**src/rtl/config_pkg.sv**
```systemverilog
// Shared types and constants for the configuration chain byte loader.
package config_pkg;

    localparam int unsigned BYTE_W        = 8;
    localparam int unsigned BIT_IDX_W     = $clog2(BYTE_W);
    localparam int unsigned CHAIN_LEN_DEF = 16;

    typedef enum logic [1:0] {
        ST_IDLE  = 2'd0,
        ST_SHIFT = 2'd1,
        ST_RESP  = 2'd2
    } state_t;

endpackage

```
**src/rtl/config_bit_counter.sv**
```systemverilog
// Saturating count of bits pushed into the chain; clear wins over a coincident shift.
module config_bit_counter #(
    parameter int unsigned CHAIN_LEN = 16,
    parameter int unsigned CW        = $clog2(CHAIN_LEN + 1)
) (
    input  logic          clk,
    input  logic          rst_n,
    input  logic          clear,
    input  logic          shift,
    output logic [CW-1:0] count,
    output logic          loaded
);

    logic [CW-1:0] count_n;

    always_comb begin
        count_n = count;
        if (clear) begin
            count_n = '0;
        end else if (shift && (count != CW'(CHAIN_LEN))) begin
            count_n = count + CW'(1);
        end
    end

    always_ff @(posedge clk) begin
        if (!rst_n) begin
            count  <= '0;
            loaded <= 1'b0;
        end else begin
            count  <= count_n;
            loaded <= (count_n == CW'(CHAIN_LEN));
        end
    end

endmodule

```
**src/rtl/config_shifter.sv**
```systemverilog
// Byte-to-serial loader for the configuration shift chain, with optional tail readback.
// Readback path (RESP state, DOUT_*, SHIFT_TAIL capture) exists only with CONFIG_SHIFTER_READBACK_EN.
module config_shifter
    import config_pkg::*;
#(
    parameter  int unsigned CHAIN_LEN = CHAIN_LEN_DEF,
    localparam int unsigned CW        = $clog2(CHAIN_LEN + 1)
) (
    input  logic              SCLK,
    input  logic              RESET,
    input  logic              DIN_VALID,
    input  logic [BYTE_W-1:0] DIN_DATA,
    output logic              DIN_READY,
    output logic              DOUT_VALID,
    output logic [BYTE_W-1:0] DOUT_DATA,
    input  logic              DOUT_READY,
    output logic              SHIFT_ENABLE,
    output logic              SHIFT_HEAD,
    input  logic              SHIFT_TAIL,
    input  logic              CLEAR,
    output logic [CW-1:0]     BIT_COUNT,
    output logic              CHAIN_LOADED
);

    state_t                 state, state_n;
    logic [BYTE_W-1:0]      sreg, sreg_n;
    logic [BIT_IDX_W-1:0]   bit_idx, bit_idx_n;
    logic                   din_ready, din_ready_n;
    logic                   shift_en, shift_en_n;
    logic                   head, head_n;
    logic                   tail_in;
    logic                   dout_valid_n;
    logic [BYTE_W-1:0]      dout_data_n;

`ifdef CONFIG_SHIFTER_READBACK_EN
    assign tail_in = SHIFT_TAIL;
`else
    logic unused_tail;
    logic unused_dout_ready;
    assign tail_in           = 1'b0;
    assign unused_tail       = SHIFT_TAIL;
    assign unused_dout_ready = DOUT_READY;
`endif

    // Next state plus registered-output values derived from the next state
    always_comb begin
        state_n   = state;
        sreg_n    = sreg;
        bit_idx_n = bit_idx;

        case (state)
            ST_IDLE: begin
                if (DIN_VALID && din_ready) begin
                    sreg_n    = DIN_DATA;
                    bit_idx_n = '0;
                    state_n   = ST_SHIFT;
                end
            end
            ST_SHIFT: begin
                sreg_n    = {tail_in, sreg[BYTE_W-1:1]};
                bit_idx_n = bit_idx + BIT_IDX_W'(1);
                if (bit_idx == BIT_IDX_W'(BYTE_W - 1)) begin
`ifdef CONFIG_SHIFTER_READBACK_EN
                    state_n = ST_RESP;
`else
                    state_n = ST_IDLE;
`endif
                end
            end
`ifdef CONFIG_SHIFTER_READBACK_EN
            ST_RESP: begin
                if (DOUT_READY) begin
                    state_n = ST_IDLE;
                end
            end
`endif
            default: state_n = ST_IDLE;
        endcase

        din_ready_n  = (state_n == ST_IDLE);
        shift_en_n   = (state_n == ST_SHIFT);
        head_n       = (state_n == ST_SHIFT) && sreg_n[0];
        dout_valid_n = (state_n == ST_RESP);
        dout_data_n  = (state_n == ST_RESP) ? sreg_n : '0;
    end

    always_ff @(posedge SCLK) begin
        if (!RESET) begin
            state     <= ST_IDLE;
            sreg      <= '0;
            bit_idx   <= '0;
            din_ready <= 1'b0;
            shift_en  <= 1'b0;
            head      <= 1'b0;
        end else begin
            state     <= state_n;
            sreg      <= sreg_n;
            bit_idx   <= bit_idx_n;
            din_ready <= din_ready_n;
            shift_en  <= shift_en_n;
            head      <= head_n;
        end
    end

`ifdef CONFIG_SHIFTER_READBACK_EN
    logic              dout_valid;
    logic [BYTE_W-1:0] dout_data;

    always_ff @(posedge SCLK) begin
        if (!RESET) begin
            dout_valid <= 1'b0;
            dout_data  <= '0;
        end else begin
            dout_valid <= dout_valid_n;
            dout_data  <= dout_data_n;
        end
    end

    assign DOUT_VALID = dout_valid;
    assign DOUT_DATA  = dout_data;
`else
    logic                unused_dout_valid_n;
    logic [BYTE_W-1:0]   unused_dout_data_n;
    assign unused_dout_valid_n = dout_valid_n;
    assign unused_dout_data_n  = dout_data_n;
    assign DOUT_VALID = 1'b0;
    assign DOUT_DATA  = '0;
`endif

    assign DIN_READY    = din_ready;
    assign SHIFT_ENABLE = shift_en;
    assign SHIFT_HEAD   = head;

    config_bit_counter #(
        .CHAIN_LEN (CHAIN_LEN),
        .CW        (CW)
    ) u_bit_counter (
        .clk    (SCLK),
        .rst_n  (RESET),
        .clear  (CLEAR),
        .shift  (shift_en),
        .count  (BIT_COUNT),
        .loaded (CHAIN_LOADED)
    );

endmodule

```
**config.mk**
```make
export PLATFORM = sky130hd
export DESIGN_NAME = config_shifter
export DESIGN_NICKNAME = d
export VERILOG_FILES = /design/src/rtl/config_pkg.sv /design/src/rtl/config_bit_counter.sv /design/src/rtl/config_shifter.sv
export SDC_FILE = /design/constraint.sdc
export NUM_CORES = 1
export LEC_CHECK = 0
export BUFFER_PORTS_ARGS = -buffer_cell sky130_fd_sc_hd__buf_2
export CORE_MARGIN = 2
export CORE_UTILIZATION = 46
export CTS_BUF_LIST = sky130_fd_sc_hd__clkbuf_4 sky130_fd_sc_hd__clkbuf_8
export DETAILED_ROUTE_END_ITERATION = 10
export MAX_ROUTING_LAYER = met4
export PLACE_DENSITY = 0.77
export SLEW_MARGIN = 20
export SYNTH_ARGS = -nofsm -noshare
export SYNTH_HDL_FRONTEND = slang
export SYNTH_SLANG_ARGS = --single-unit
```
**constraint.sdc**
```tcl
create_clock -name SCLK -period 1.52 [get_ports SCLK]
set_clock_uncertainty 0.1 [all_clocks]
set_input_delay 0.304 -clock SCLK [delete_from_list [all_inputs] [get_ports SCLK]]
set_output_delay 0.304 -clock SCLK [all_outputs]
set_load 0.01 [all_outputs]
```
[Yosys cells after proc, flatten, opt, wreduce, memory -nomap -nowiden]
Index checks and enable logic that the tools add are counted.
Operators by class
  equal/unequal tests: 6
  $add $sub $neg: 2
  multiplexer cells: 9
  reductions and logical operators: 7
Operators by type and width (number)
  8-bit one-hot mux with 2 select lines: 1
  5-bit 2-to-1 mux: 2
  8-bit 2-to-1 mux: 1
  3-bit one-hot mux with 2 select lines: 1
  5-bit by 1-bit adder with 5-bit output (second input constant): 1
  5-bit equality test (second input constant): 1
  5-bit != test (second input constant): 1
  2-bit by 1-bit equality test with 1-bit output (second input constant): 2
  2-bit logical NOT: 2
  2-bit 2-to-1 mux: 2
  2-bit one-hot mux with 2 select lines: 1
  3-bit by 1-bit adder with 3-bit output (second input constant): 1
  3-bit equality test (second input constant): 1
  1-bit logical AND: 3
  3-bit 2-to-1 mux: 1
  2-bit != test (second input constant): 1
  2-bit AND reduction: 1
  2-bit nonzero test: 1
Word-level totals
  bits of input ports: 14
  register bits after elaboration: 22
  logic and storage cells: 33

[Logic depth before layout (Yosys ltp)]
Gate-level depths: netlist of run 1.
  depth after elaboration: 5
  mapped depth: 6

[Hierarchy]
From an unflattened synthesis of run 1, not the netlist that was laid out.
Unflattened totals
  cell total of the unflattened synthesis: 107
  area, all modules: 1034.7 µm²
By module, submodules not included
  config_shifter: cells each 75, sequential area each 320.3 µm², instances 1, area an instance 742.0 µm²
  config_bit_counter: cells each 32, sequential area each 120.1 µm², instances 1, area an instance 292.8 µm²

[Worst setup path after synthesis of run 1]
Ideal clock, no wire load.
  kind: register to register
  start point: register u_bit_counter.count[0]
  end point: register u_bit_counter.loaded
  cell stages (with the launch flop): 7
  setup time: 122 ps
  setup slack: -65 ps
  arrival: 1363 ps
  required time: 1298 ps
  path through: dfxtp_1 inv_1 ha_1 nand3b_1 o21ai_2 and3_1 o311a_1
Between the ends
  cells in the longest elaborated chain, start to end: 5
  elaborated cells between the ends (all ways): 6
  classes of those cells: 1 x add/sub; 2 x eq/ne; 2 x mux; 1 x reduce/logical
Ends and longest elaborated chain
  start, declared: RTL line config_bit_counter.sv:10  | output logic [CW-1:0] count,
  start signal, assigned: RTL line config_bit_counter.sv:30  | count <= count_n;
  branches (longest 2 deep; another with 5-bit by 1-bit adder with 5-bit output)
  5-bit 2-to-1 mux *: RTL line config_bit_counter.sv:20  | end else if (shift && (count != CW'(CHAIN_LEN))) begin
  5-bit 2-to-1 mux *: RTL line config_bit_counter.sv:18  | if (clear) begin
  5-bit equality test *: RTL line config_bit_counter.sv:31  | loaded <= (count_n == CW'(CHAIN_LEN));
  end signal, assigned: RTL line config_bit_counter.sv:31
  end, declared: RTL line config_bit_counter.sv:11  | output logic loaded
Mark *: on every way between the ends.
A chain may end at the register's enable or synchronous reset.

[Worst setup path after layout of run 1]
Ends and elaborated chain as after synthesis.

==> impl_metrics.toml, run 1 <==
[outcome]
status = "finished clean"

[cells_and_area]
antenna_cells = 0
syn_to_final_growth_pct = 17.4
drive_above_1_share = 0.339
instances_no_fill = 154
fin_nets = 147
fill_cells = 182

[global_routing]
grt_max_degree = 12
grt_pass1_wl_um = 2920
grt_pass1_vias = 703
overflow = 0
grt_use_total = 0.162
antenna_found_initial = 0

[floorplanning]
dieArea_um2 = 2510
core_area_um2 = 1980
die_width_um = 50.1
rows = 16
ios = 32
chipHeight_um = 50.1
start_util = 0.493

[clock_tree]
clockRootBuffer = "clkbuf_4"
hold_buffers = 0
cts_max_path_buffers = 2
cts_htree_levels = 1
clk_pin_slew_worst_paths_ns = 0.11
cts_inserted_buffers = 3
insertion_delay_ns = 0.31
cts_tree = "done"
cts.sinks = 22

[hold_path]
hold_end = "sreg[7]$_SDFFE_PN0P_"
worstHoldPathType = "in -> reg"
hp-start = "DIN_DATA[7]"
min_path_cells = 3

[logic_synthesis]
avgSynthCellArea_um2 = 9.77
synth-edff-count = 0
synth_top_cell_area_share = 0.451
synth_most_common_cell = "dfxtp_1"
ys_types = 33
netlist_area_um2 = 977
synthCells = 100
synth_seq_cells = 22
yosys-top-cells-count = "dfxtp_1, nor2_1, buf_4"
synth_top_cell_by_area = "dfxtp_1"
ys_warn_count = 0
ys_seq_area_frac = 0.451
synth.area.top_cells = "dfxtp_1, buf_4, nor2_1, a222oi_1, ha_1"
ys.flop_type = "dfxtp_1"
ys_async_sr_fraction = 0

[placement]
hpwl_um = 1380
port_buffers = 20
dp_slack_ns = -0.00879
dp_cells = 150
place_congestion = 0.730

[critical_path]
critical_path.max_fanout = 4
worstPathRequired_ns = 1.63
worst_ep_arrival_time_ns = 1.57
reg2reg_depth = 6
r2r_slack_ns = 0.05
worstSetupStartpointType = "register"
worst_setup_path_end_kind = "register"
criticalPathCategory = "reg -> reg"
worstReg2RegStart = "u_bit_counter.count[0]$_SDFF_PN0_"
rr_endpoint = "u_bit_counter.loaded$_SDFF_PN0_"

[power]
ir_drop_v = 0.000610
p_leak_nw = 0.530
fin_total_pwr_uw = 957
power_density_nw_per_um2 = 834

[sta]
final.setup.tns_ns = 0
setup_ws_ns = 0.0547
period_share = 0.964
post-route-min-period_ns = 1.47
hold_violations = 0
rsz0062_at_grt = "no"
finalSetupViolCount = 0
slew_viol_final = 0
fmax_ghz = 0.682

[routing]
vias_per_cell = 4.86
ant_nets = 0
num_vias = 749
drc = 0
wl_per_cell_um = 11.5
drt_wl_total_um = 1770
drtIter0Drc = 32
drt_first_pass_iters = 4

[flow_run]
maxCapViolCount = 0
## cells by family (layout without fill, tap and decap cells)
kind of cell / after synthesis / in the layout / synth area share
flip-flops: 22 / 22 / 0.451
adder cells (fa/ha/maj): 4 / 4 / 0.0512
XOR/XNOR: 3 / 3 / 0.0269
buffers and inverters: 18 / 36 / 0.119
multiplexers: 1 / 1 / 0.0102
AO/OA/AOI/OAI: 16 / 16 / 0.147
other: 1 / 10 / 0.00384
AND/OR/NAND/NOR: 35 / 35 / 0.191
## final cells by class
class | instances | area (um2) | share of cell area
Tap cell | 27 | 33.8 | 0.0294
Clock buffer | 3 | 22.5 | 0.0196
Multi-Input combinational cell | 69 | 463 | 0.403
Sequential cell | 22 | 445 | 0.388
Timing Repair Buffer | 28 | 164 | 0.143
Inverter | 5 | 18.8 | 0.0164
## repair_timing
item / 4_1_cts / 5_1_grt
buffers inserted: 0 / 1
hold endpoints to repair: 0 / 0
resized for setup: 0 / 7
endpoints found under the setup margin: 0 / 7
## registers in the layout (all words and copies together), names as in the netlist
signal	count
u_bit_counter.loaded	1
DIN_READY	1
SHIFT_HEAD	1
state	2
sreg	8
SHIFT_ENABLE	1
u_bit_counter.count	5
bit_idx	3
## per-layer routing
layer,up-vias,track usage,share of wire
met3,5,0.0364,0.052
met5,-,-,0
met4,0,0.0972,0.027
met1,337,0.171,0.42
met2,24,0.272,0.50
li1,383,-,-
## through the flow
step,cell area (um2),hold slack [ns],util
after global routing,1150,0.151,0.579
after detailed placement,1100,0.388,0.556
after CTS,1120,0.129,0.568
after floorplan,1010,0.326,-
final,1150,0.131,0.579
after global placement,1100,0.354,0.556
## worst max-delay path, cell delays in order (launching register included)
cell and delay, ns:
dfxtp_2 0.35, inv_2 0.04, ha_2 0.17, nand3b_1 0.11, o21ai_2 0.10, and3_1 0.19
o311a_1 0.31
## worst max path at each step
stage,cells after the start,startpoint,endpoint
6_report,6,u_bit_counter.count[0]$_SDFF_PN0_,u_bit_counter.loaded$_SDFF_PN0_
5_1_grt,6,u_bit_counter.count[1]$_SDFF_PN0_,u_bit_counter.loaded$_SDFF_PN0_
4_1_cts,6,u_bit_counter.count[0]$_SDFF_PN0_,u_bit_counter.loaded$_SDFF_PN0_
3_5_place_dp,6,DIN_VALID,sreg[1]$_SDFFE_PN0P_
3_3_place_gp,6,DIN_VALID,sreg[1]$_SDFFE_PN0P_
2_1_floorplan,6,u_bit_counter.count[0]$_SDFF_PN0_,u_bit_counter.loaded$_SDFF_PN0_
## power breakdown
| group | switching, mW | internal [mW] |
|---|---|---|
| sequential | 0.00950 | 0.592 |
| combinational | 0.0512 | 0.0468 |
| clock | 0.165 | 0.0927 |
## cells in the final DEF (no fill, tap or decap)
cell      instances
inv_1             4
or2b_1            1
o21ai_0           1
nand2b_1          1
and3_1            1
o21bai_4          1
clkbuf_4          3
buf_4             7
and4bb_1          1
nand2_1           1
a21oi_2           1
nand4_1           2
buf_6             1
nor2_1           18
buf_2            20
or2_4             1
inv_2             1
a22oi_1           3
xor2_1            2
and2b_2           1
and2_4            1
dfxtp_2           4
dfxtp_1          18
xnor2_1           1
ha_2              1
and2_1            2
a221oi_1          1
conb_1           10
a21oi_1           1
nor3_1            1
a222oi_1          6
nor2b_1           1
nor3b_1           2
o21ai_2           1
mux2i_1           1
nand3b_1          1
o311a_1           1
ha_1              3
(Power assumes the default switching activity.)
==> inputs of run 2 (changes only) <==
--- a/config.mk
+++ b/config.mk
@@ -7,11 +7,11 @@
 export LEC_CHECK = 0
 export BUFFER_PORTS_ARGS = -buffer_cell sky130_fd_sc_hd__buf_2
 export CORE_MARGIN = 2
-export CORE_UTILIZATION = 46
+export CORE_UTILIZATION = 40
 export CTS_BUF_LIST = sky130_fd_sc_hd__clkbuf_4 sky130_fd_sc_hd__clkbuf_8
 export DETAILED_ROUTE_END_ITERATION = 10
 export MAX_ROUTING_LAYER = met4
-export PLACE_DENSITY = 0.77
+export PLACE_DENSITY = 0.75
 export SLEW_MARGIN = 20
 export SYNTH_ARGS = -nofsm -noshare
 export SYNTH_HDL_FRONTEND = slang
==> run 2 against run 1 <==
  * Largest power group unchanged
  * Non-clock buffer count shrank 1
  * Hold slack gained 0.0012 ns
  * Clock-buffer cell count grew 1
  * Register-to-register slack gained 0.02 ns
  * Sequential share of layout area shrank 0.83 points
  * Critical path depth shrank 2
  * Utilization shrank 5.9 points
  * Design area grew 2.2%
  * Critical endpoint is now SHIFT_HEAD$_SDFF_PN0_
  * Via count grew 4.1%
  * Sequential power is essentially flat
==> impl_metrics.toml, run 2 (synthesis results as in run 1) <==
[cells_and_area]
multi_input_area_um2 = 483
antenna_cells = 0
fin_area_um2 = 1170
seqCellArea_um2 = 445
postLayoutCoreUtil = 0.520
drive_above_1_share = 0.362
syn_to_final_growth_pct = 20.0
final_cell_mix = "buf_2, dfxtp_1, nor2_1, conb_1, a222oi_1"
fill_cells = 225
largest_register_ffs = 8
top_regs = "sreg x8, u_bit_counter.count x5, bit_idx x3"
largest-register = "sreg"
instances_no_fill = 155
layout_commonest_cell = "buf_2"
fin_nets = 146

[critical_path]
rr_endpoint = "SHIFT_HEAD$_SDFF_PN0_"
crit_chain = "and4bb_1 > o21bai_4 > and2_4 > nor2b_1"
startpoint = "state[1]$_SDFF_PN0_"
worstSetupStartpointType = "register"
r2r_slack_ns = 0.08
worstPathRequired_ns = 1.67
worst_setup_path_end_kind = "register"
critical_path.max_fanout = 9
worst_ep_arrival_time_ns = 1.59
worstReg2RegStart = "state[1]$_SDFF_PN0_"
cpMaxStageDelayCell = "and4bb_1"
criticalPathCategory = "reg -> reg"
reg2reg_depth = 4
max_stage_delay_ns = 0.49

[global_routing]
overflow = 0
grt_max_degree = 13
antenna_found_initial = 0
grt_pass1_wl_um = 3160
grt_pass1_vias = 791
grt_use_total = 0.153

[placement]
place_congestion = 0.755
hpwl_um = 1400
dp_cells = 149
place_area_um2 = 1090
port_buffers = 20

[clock_tree]
insertion_delay_ns = 0.30
clockRootBuffer = "clkbuf_4"
cts.sinks = 22
cts_htree_levels = 1
clk_pin_slew_worst_paths_ns = 0.11
cts_max_path_buffers = 2
hold_buffers = 0
cts_tree = "done"
cts_inserted_buffers = 3

[routing]
drt_first_pass_iters = 6
drc = 0
vias_per_cell = 5.03
drt_wl_total_um = 1870
num_vias = 780
wl_per_cell_um = 12.1
drtIter0Drc = 31
ant_nets = 0

[sta]
period_share = 0.950
post-route-min-period_ns = 1.44
rsz0062_at_grt = "yes"
whs_ns = 0.132
fmax_ghz = 0.693
finalSetupViolCount = 0
hold_violations = 0
slew_viol_final = 0

[floorplanning]
ios = 32
chipHeight_um = 53.4
start_util = 0.433
dieArea_um2 = 2850
core_area_um2 = 2250
rows = 17
die_width_um = 53.4

[flow_run]
maxCapViolCount = 0

[hold_path]
min_path_cells = 3
hold_end = "sreg[5]$_SDFFE_PN0P_"
hp-start = "DIN_DATA[5]"
worstHoldPathType = "in -> reg"

[outcome]
status = "finished clean"

[power]
power_density_nw_per_um2 = 861
p_leak_nw = 0.537
ir_drop_v = 0.000536
-- run 2: where the power goes --
group	internal (mW)	total (mW)	switching, mW
Clock	0.146	0.311	0.164
Combinational	0.0447	0.0967	0.0520
Sequential	0.592	0.602	0.00994
-- run 2: how the worst max path moves through the flow --
stage	slack [ns]	end
6_report	0.08	SHIFT_HEAD$_SDFF_PN0_
4_1_cts	0.002	u_bit_counter.loaded$_SDFF_PN0_
2_1_floorplan	0.001	u_bit_counter.loaded$_SDFF_PN0_
5_1_grt	-0.01	sreg[1]$_SDFFE_PN0P_
3_5_place_dp	-0.01	u_bit_counter.loaded$_SDFF_PN0_
3_3_place_gp	0.05	sreg[5]$_SDFFE_PN0P_
-- run 2: area by class of cell --
type                    instances  area share
clock buffers                   4      0.0309
inverters                       5      0.0160
multi-input cells              69       0.412
flip-flops and latches         22       0.380
well taps                      28      0.0299
repair buffers                 27       0.131
-- run 2: timing repair --
action	CTS	global route
gates cloned	0	1
resized for setup	0	11
endpoints found under the setup margin	1	8
hold endpoints to repair	0	0
buffers inserted	1	0
pin swaps	2	7
-- run 2: critical path, delay by kind of cell (launching register included) --
| family | cells | cell delay, ns |
|---|---|---|
| AND/OR/NAND/NOR | 3 | 0.74 |
| flip-flops | 1 | 0.34 |
| AO/OA/AOI/OAI | 1 | 0.20 |
-- run 2: through the flow --
step / TNS [ns] / setup slack [ns] / total power, mW
final: 0 / 0.0760 / 1.01
after global placement: 0 / 0.0497 / 0.699
after detailed placement: -0.00981 / -0.00981 / 0.702
after global routing: -0.0161 / -0.0117 / 1.07
after floorplan: 0 / 0.00126 / 0.689
after CTS: 0 / 0.00224 / 1.01
-- run 2: per-layer routing --
metal,part of all wire,up-vias,track usage
met5,0,-,-
met2,0.55,27,0.300
li1,-,381,-
met4,0.010,0,0.0256
met1,0.38,366,0.150
met3,0.063,6,0.0424
==> inputs of run 3 (changes only) <==
==> constraint.sdc (replaced) <==
create_clock -name SCLK -period 1.2 [get_ports SCLK]
set_clock_uncertainty 0.1 [all_clocks]
set_input_delay 0.24 -clock SCLK [delete_from_list [all_inputs] [get_ports SCLK]]
set_output_delay 0.24 -clock SCLK [all_outputs]
set_load 0.01 [all_outputs]
==> run 3 against run 2 <==
  * The flow now finishes with violations (negative setup slack)
  * Clock power is 15% higher
  * Combinational power is 88% higher
  * First-iteration DRC count is 9.7% lower
  * Largest cell class unchanged
==> impl_metrics.toml, run 3 (synthesis results as in run 1) <==
[sta]
setup_ws_ns = -0.245
rsz0062_at_grt = "yes"
final.setup.tns_ns = -2.91
period_share = 1.20
fmax_ghz = 0.692
finalSetupViolCount = 26
hold_violations = 0
post-route-min-period_ns = 1.45
slew_viol_final = 0
whs_ns = 0.0713

[routing]
ant_nets = 0
drt_first_pass_iters = 4
drtIter0Drc = 28
vias_per_cell = 4.99
drt_wl_total_um = 2080
num_vias = 854
drc = 0
wl_per_cell_um = 12.1

[cells_and_area]
top_regs = "sreg x8, u_bit_counter.count x5, bit_idx x3"
syn_to_final_growth_pct = 44.6
final_cell_mix = "nor2_1, buf_2, buf_4, dfxtp_1, buf_6"
fin_area_um2 = 1410
postLayoutCoreUtil = 0.627
fill_cells = 197
drive_above_1_share = 0.545
layout_commonest_cell = "nor2_1"
largest-register = "sreg"
seqCellArea_um2 = 455
multi_input_area_um2 = 541
antenna_cells = 0
largest_register_ffs = 8
fin_nets = 162

[floorplanning]
dieArea_um2 = 2850
start_util = 0.433
ios = 32
core_area_um2 = 2250
rows = 17
die_width_um = 53.4
chipHeight_um = 53.4

[critical_path]
worst_ep_arrival_time_ns = 1.54
worstSetupStartpointType = "register"
worst_setup_path_end_kind = "register"
criticalPathCategory = "reg -> reg"
worstPathRequired_ns = 1.30
critical_path.max_fanout = 4

[placement]
hpwl_um = 1490
port_buffers = 20
place_area_um2 = 1170
dp_slack_ns = -0.253
place_congestion = 0.689

[global_routing]
grt_use_total = 0.174
overflow = 0
grt_max_degree = 13
grt_pass1_vias = 885
grt_pass1_wl_um = 3570
antenna_found_initial = 0

[power]
p_leak_nw = 0.631
ir_drop_v = 0.000853
power_density_nw_per_um2 = 919

[clock_tree]
clockRootBuffer = "clkbuf_4"
cts_max_path_buffers = 2
cts_inserted_buffers = 3
hold_buffers = 0
insertion_delay_ns = 0.30
cts.sinks = 22
clk_pin_slew_worst_paths_ns = 0.11
cts_htree_levels = 1
cts_tree = "done"

[flow_run]
maxCapViolCount = 0

[outcome]
status = "finished, violations left"
violations = "negative setup slack"

[hold_path]
worstHoldPathType = "in -> reg"
## run 3: cell count changes in the layout (fill, tap and decap cells not counted), sizes merged
cell	previous run	this run
buf	27	43
## run 3: repair_timing
| action | 4_1_cts | 5_1_grt |
|---|---|---|
| pin swaps | 7 | 13 |
| endpoints found under the setup margin | 25 | 27 |
| gates resized for setup | 26 | 10 |
| buffers inserted | 4 | 6 |
## run 3: final timing paths
| kind | from | to | slack (ns) | depth (start not counted) |
|---|---|---|---|---|
| max | u_bit_counter.count[1]$_SDFF_PN0_ | u_bit_counter.loaded$_SDFF_PN0_ | -0.25 | 6 |
| min | DIN_DATA[7] | sreg[7]$_SDFFE_PN0P_ | 0.07 | 3 |
| max reg2reg | u_bit_counter.count[1]$_SDFF_PN0_ | u_bit_counter.loaded$_SDFF_PN0_ | -0.25 | 6 |
| min reg2reg | sreg[3]$_SDFFE_PN0P_ | sreg[3]$_SDFFE_PN0P_ | 0.38 | 2 |
## run 3: final cells by class
class,instances,area share
clock buffers,4,0.0213
multi-input cells,69,0.383
flip-flops and latches,22,0.322
well taps,28,0.0248
repair buffers,43,0.232
inverters,5,0.0168
## run 3: worst max-delay path, stage by stage (launching register included)
cell and delay [ns]:
dfxtp_4 0.39, inv_4 0.04, ha_4 0.14, nand3b_1 0.11
o21ai_2 0.10, and3_1 0.16, o311a_1 0.31
## run 3: per-stage QoR
step / std cells / total power [mW]
finish: 171 / 1.30
global route: 171 / 1.36
CTS: 165 / 1.28
detailed placement: 157 / 0.896
global placement: 157 / 0.892
floorplan: 109 / 0.872
## run 3: routing by layer
metal	GRT usage	vias up	routed length, um
met5	-	-	0
met2	0.362	24	1190
met3	0.0254	0	88
li1	-	419	-
met1	0.163	411	799
met4	0.0385	0	0
## run 3: where the power goes
part	internal, mW	switching (mW)
clock	0.152	0.205
combinational	0.101	0.0815
sequential	0.746	0.0131
total	0.999	0.299
